**src/rtl/connect_four_vga_pkg.sv**
```systemverilog
// Shared VGA timing, board geometry and colour constants for the Connect Four display.
// Also holds the helper that squares a signed disc offset.
package connect_four_vga_pkg;

    typedef logic [9:0] coord_t;
    typedef logic [2:0] rgb_t;

    localparam int NUM_CELLS = 42;

    localparam coord_t H_VISIBLE    = 10'd640;
    localparam coord_t H_SYNC_START = 10'd656;
    localparam coord_t H_SYNC_END   = 10'd752;
    localparam coord_t H_TOTAL      = 10'd800;
    localparam coord_t H_LAST       = H_TOTAL - 10'd1;

    localparam coord_t V_VISIBLE    = 10'd480;
    localparam coord_t V_SYNC_START = 10'd490;
    localparam coord_t V_SYNC_END   = 10'd492;
    localparam coord_t V_TOTAL      = 10'd525;
    localparam coord_t V_LAST       = V_TOTAL - 10'd1;

    localparam coord_t      CELL_SIZE  = 10'd64;
    localparam coord_t      BOARD_X0   = 10'd96;
    localparam coord_t      BOARD_Y0   = 10'd48;
    localparam coord_t      BOARD_X1   = BOARD_X0 + 10'd7 * CELL_SIZE;
    localparam coord_t      BOARD_Y1   = BOARD_Y0 + 10'd6 * CELL_SIZE;
    localparam logic [5:0]  BOARD_COLS = 6'd7;
    localparam logic [11:0] RADIUS_SQ  = 12'd784;

    localparam rgb_t BLACK  = 3'b000;
    localparam rgb_t BLUE   = 3'b001;
    localparam rgb_t RED    = 3'b100;
    localparam rgb_t YELLOW = 3'b110;

    // Offsets span -32..31, so the magnitude fits 6 bits and the square fits 12.
    function automatic logic [11:0] square7(input logic signed [6:0] v);
        logic [5:0] mag;
        mag = v[6] ? 6'(-v) : v[5:0];
        return 12'(mag) * 12'(mag);
    endfunction

endpackage

```
**src/rtl/connect_four_vga_sync_gen.sv**
```systemverilog
// 25 MHz pixel enable, 800x525 raster counters, sync/visible flags and the
// once-per-frame strobe that captures the board state at the start of vertical blank.
module vga_sync_gen
    import connect_four_vga_pkg::*;
(
    input  logic   clk,
    input  logic   rst_n,
    output logic   pix_en,
    output coord_t hc,
    output coord_t vc,
    output logic   h_sync,
    output logic   v_sync,
    output logic   visible,
    output logic   frame_latch
);

    always_ff @(posedge clk or negedge rst_n) begin
        if (!rst_n) begin
            pix_en <= 1'b0;
            hc     <= '0;
            vc     <= '0;
        end else begin
            pix_en <= ~pix_en;
            if (pix_en) begin
                if (hc == H_LAST) begin
                    hc <= '0;
                    vc <= (vc == V_LAST) ? '0 : vc + 10'd1;
                end else begin
                    hc <= hc + 10'd1;
                end
            end
        end
    end

    assign h_sync      = !(hc >= H_SYNC_START && hc < H_SYNC_END);
    assign v_sync      = !(vc >= V_SYNC_START && vc < V_SYNC_END);
    assign visible     = (hc < H_VISIBLE) && (vc < V_VISIBLE);
    assign frame_latch = pix_en && (hc == '0) && (vc == V_VISIBLE);

endmodule

```
**src/rtl/connect_four_vga.sv**
```systemverilog
// Connect Four board renderer: decodes the raster position into a cell and disc
// offset, looks up frame-stable shadow copies of the board, and registers RGB/sync.
module connect_four_vga
    import connect_four_vga_pkg::*;
(
    input  logic                 sys_clk,
    input  logic                 reset,
    input  logic                 clk,
    input  logic [NUM_CELLS-1:0] game_data,
    input  logic [NUM_CELLS-1:0] empty,
    output logic                 vga_h_sync,
    output logic                 vga_v_sync,
    output logic                 vga_r,
    output logic                 vga_g,
    output logic                 vga_b
);

    logic                 pix_en;
    coord_t               hc;
    coord_t               vc;
    logic                 h_sync;
    logic                 v_sync;
    logic                 visible;
    logic                 frame_latch;
    logic [NUM_CELLS-1:0] shadow_data;
    logic [NUM_CELLS-1:0] shadow_empty;
    logic [8:0]           x_off;
    logic [8:0]           y_off;
    logic [5:0]           idx;
    logic signed [6:0]    dx;
    logic signed [6:0]    dy;
    logic [11:0]          dist_sq;
    logic                 in_board;
    logic                 in_disc;
    rgb_t                 pixel;
    rgb_t                 rgb;
    logic                 unused_clk;

    // The legacy clock input is kept only for pin compatibility.
    assign unused_clk = clk;

    vga_sync_gen u_sync (
        .clk         (sys_clk),
        .rst_n       (reset),
        .pix_en      (pix_en),
        .hc          (hc),
        .vc          (vc),
        .h_sync      (h_sync),
        .v_sync      (v_sync),
        .visible     (visible),
        .frame_latch (frame_latch)
    );

    assign in_board = (hc >= BOARD_X0) && (hc < BOARD_X1) &&
                      (vc >= BOARD_Y0) && (vc < BOARD_Y1);
    assign x_off    = 9'(hc - BOARD_X0);
    assign y_off    = 9'(vc - BOARD_Y0);
    assign idx      = {3'b000, y_off[8:6]} * BOARD_COLS + {3'b000, x_off[8:6]};
    assign dx       = $signed({1'b0, x_off[5:0]}) - 7'sd32;
    assign dy       = $signed({1'b0, y_off[5:0]}) - 7'sd32;
    assign dist_sq  = square7(dx) + square7(dy);
    assign in_disc  = dist_sq < RADIUS_SQ;

    always_comb begin
        pixel = BLACK;
        if (visible && in_board) begin
            if (!in_disc)
                pixel = BLUE;
            else if (shadow_empty[idx])
                pixel = BLACK;
            else if (shadow_data[idx])
                pixel = RED;
            else
                pixel = YELLOW;
        end
    end

    // Board state is sampled only at the start of vertical blank so a frame never tears.
    always_ff @(posedge sys_clk or negedge reset) begin
        if (!reset) begin
            shadow_data  <= '0;
            shadow_empty <= '1;
        end else if (frame_latch) begin
            shadow_data  <= game_data;
            shadow_empty <= empty;
        end
    end

    always_ff @(posedge sys_clk or negedge reset) begin
        if (!reset) begin
            rgb        <= BLACK;
            vga_h_sync <= 1'b1;
            vga_v_sync <= 1'b1;
        end else if (pix_en) begin
            rgb        <= pixel;
            vga_h_sync <= h_sync;
            vga_v_sync <= v_sync;
        end
    end

    assign {vga_r, vga_g, vga_b} = rgb;

endmodule

```
**config.mk**
```make
export PLATFORM = sky130hd
export DESIGN_NAME = connect_four_vga
export DESIGN_NICKNAME = d
export VERILOG_FILES = /design/src/rtl/connect_four_vga_pkg.sv /design/src/rtl/connect_four_vga_sync_gen.sv /design/src/rtl/connect_four_vga.sv
export SDC_FILE = /design/constraint.sdc
export NUM_CORES = 1
export LEC_CHECK = 0
export ABC_AREA = 1
export BUFFER_PORTS_ARGS = -buffer_cell sky130_fd_sc_hd__buf_4
export CAP_MARGIN = 0
export CORE_MARGIN = 2
export CORE_UTILIZATION = 54
export DETAILED_ROUTE_END_ITERATION = 7
export PLACE_DENSITY = 0.78
export SYNTH_ARGS = -nofsm -noshare
export SYNTH_HDL_FRONTEND = slang
export SYNTH_HIERARCHICAL = 1
export SYNTH_SLANG_ARGS = --single-unit
```
**constraint.sdc**
```tcl
create_clock -name sys_clk -period 5.3 [get_ports sys_clk]
set_input_delay 0.265 -clock sys_clk [delete_from_list [all_inputs] [get_ports sys_clk]]
set_output_delay 0.265 -clock sys_clk [all_outputs]
set_load 0.005 [all_outputs]
```
==> results.cfg <==
[layout]
ff_latch_area_mm2 = 0.00281
fill_cells = 1207
design_area_mm2 = 0.00963
n_antenna_cell = 0
final_util_pct = 66.2
area_delta_synth_final_pct = 19.7
final_common_cell = nand2_1
final_cell_mix = 193 x nand2_1, 169 x inv_1, 138 x buf_4, 84 x o21ai_0, 73 x nand3_1
drive_gt1_share_pct = 28.3
nNetsFinal = 1282
multi_input_area_mm2 = 0.00450

[grt]
antenna_found_initial = 0
overflow = 0
grt_max_degree = 70
grt_pass1_wl_um = 30800
grt_pass1_vias = 6634
grt_use_total_pct = 23.6

[detailed_routing]
routedWlPerCell_um = 14.0
ant_nets = 0
drtIter0Drc = 488
finalWirelength_um = 18300
viasPerCell = 5.22
vias = 6797
drt_pass1_iterations = 7
drc_errors = 0

[timing]
fmax_mhz = 190
finalCritPeriodShare_pct = 99.5
worstMarginPinSlew_ps = 798
fin_skew_ps = 12.0
finalSetupViolations = 0
rsz0062_at_grt = true
slew_viol_final = 0
holdWs_ps = -19.4
max-slew-margin-rel_pct = 46.7
tns_ps = 0
finalHoldViolations = 13
min_period_ps = 5270

[worst_setup_path]
startpoint_type = register
crit_path_end_kind = register
worst-path-buf-inv = 6
crit_family = adder cells
worst_path_most_repeated_cell = fa_1
crit_required_ps = 5520
max_stage_delay_ps = 530
worst-setup-path-type = register to register
crit_path_top_delay_cell = fa_1
cp_max_fo = 4
cp.arrival_ps = 5490

[die]
io_pins = 92
core_area_mm2 = 0.0145
dieWidth_um = 126
die_h_um = 126
die_area_mm2 = 0.0159
start_util_pct = 55.3
rows = 44

[synthesis]
async_flop_share_pct = 100
yosysWarnings = 6
synth_edf_count = 0
synth_cells = 991
ys.flop_type = dfrtp_1
ys_types = 48
postSynthAreaPerCell_um2 = 8.11
syn_area_mm2 = 0.00804
seq_area_frac_synth_pct = 34.9
yosys_register_bits = 110

[clock_tree]
hold_buffers = 0
clock-root-buffer = clkbuf_16
clk_latency_ps = 350
cts_buffer_depth = 2
cts_sinks = 110
cts_tree = yes
numCtsBuffers = 9
path_clk_slew_ps = 70
h-tree-depth = 3

[run]
maxCapViolCount = 0

[placed_design]
gp_congestion = 0.862
io_buffers = 90
placed_cell_area_mm2 = 0.00911
dp_hpwl_um = 13300

[power_and_ir_drop]
leakage_nw = 4.97
p_per_area_mw_per_mm2 = 165
total_power_w = 0.00159
max-vdd-ir-drop_v = 0.000151

[run_status]
violations = hold timing
outcome = finished with violations

[worst_hold_path]
hp-class = input pin to async pin
==> kinds of logic (layout without fill, tap and decap cells) <==
| logic type | Yosys count | after routing | synth area share, % |
|---|---|---|---|
| AOI/OAI and AO/OA | 143 | 143 | 9.55 |
| other | 2 | 5 | 0.0934 |
| DFF | 110 | 110 | 34.9 |
| and+or+nand+nor | 378 | 378 | 21.2 |
| xor gates and xnor gates | 16 | 16 | 1.84 |
| buffers and inverters | 228 | 353 | 11.8 |
| adders and majority gates | 81 | 81 | 16.1 |
| muxes | 33 | 33 | 4.61 |
==> worst reg2reg max path: stages, from the launching register on <==
cell	delay, ps
dfrtp_1	390
inv_2	90
ha_4	160
nand2_4	60
o21ai_4	170
xor2_2	100
inv_2	140
nor2_2	60
fa_1	490
inv_2	40
fa_1	510
inv_2	40
fa_1	530
inv_1	50
fa_1	460
fa_1	510
inv_2	40
fa_1	420
or2_4	230
nor2_2	70
nand2_1	70
nand2_1	70
nor2_1	50
nor2_2	90
nand2_2	70
nor2_4	150
o21ai_1	80
==> cell type report <==
| cell class | count | share of cell area [%] |
|---|---|---|
| clock buffer | 12 | 2.46 |
| clock inverter | 4 | 0.312 |
| inverter | 194 | 7.62 |
| multi-input combinational | 656 | 46.7 |
| sequential | 110 | 29.2 |
| tap | 184 | 2.39 |
| timing repair buffer | 143 | 11.3 |
==> cell usage after synthesis, types with 9 or more instances <==
master / count / area (um2)
nand3_1: 74 / 370
nand2_1: 198 / 743
fa_1: 37 / 741
buf_2: 11 / 55.1
a21oi_1: 31 / 155
mux2_2: 32 / 360
dfstp_2: 44 / 1160
clkbuf_1: 12 / 45.0
inv_2: 10 / 37.5
inv_1: 183 / 687
nand4_1: 13 / 81.3
nor3_1: 9 / 45.0
dfrtp_1: 66 / 1650
nor2_1: 57 / 214
ha_1: 44 / 551
xor2_1: 10 / 87.6
o21ai_0: 87 / 435
==> final timing paths <==
path                                from               to  slack, ps  cells past startpoint
max in group asynchronous          reset     u_sync/hc[5]       4160                      2
setup / recovery            u_sync/hc[0]           rgb[0]         30                     26
hold reg to reg               vga_v_sync       vga_v_sync        470                      2
setup reg to reg            u_sync/hc[0]           rgb[0]         30                     26
hold / removal                     reset   shadow_data[6]        -20                      1
min in group sys_clk       game_data[14]  shadow_data[14]        110                      3
==> report_power, final <==
group	switching [W]	total [W]	internal, W
clock network	0.000304	0.000627	0.000323
registers	0	0.000841	0.000841
logic	0.0000604	0.000124	0.0000634
==> metrics by stage <==
step,setup WS [ps],instances
floorplan,46.2,994
global placement,-103,1278
detailed placement,-172,1278
CTS,-46.3,1301
global route,-225,1303
finish,25.6,1303
==> registers in the layout, indices dropped and copies added (netlist names) <==
signal and flops:
shadow_empty 42, vga_h_sync 1, shadow_data 42, u_sync/vc 10, vga_v_sync 1, u_sync/pix_en 1, rgb 3, u_sync/hc 10
==> timing repair <==
action	4_1_cts	5_1_grt
cloned	0	0
gates resized for setup	45	14
pin swaps	27	14
setup endpoints to repair	3	3
setup buffers	7	2
==> routing by layer <==
metal	vias to the layer above	track usage [%]	wire, um
met4	0	7.11	348
met2	157	40.2	8990
met3	33	3.27	833
li1	3363	-	-
met1	3244	31.7	8100
met5	-	0	0
Note: power is estimated with default switching activity, not from simulation.
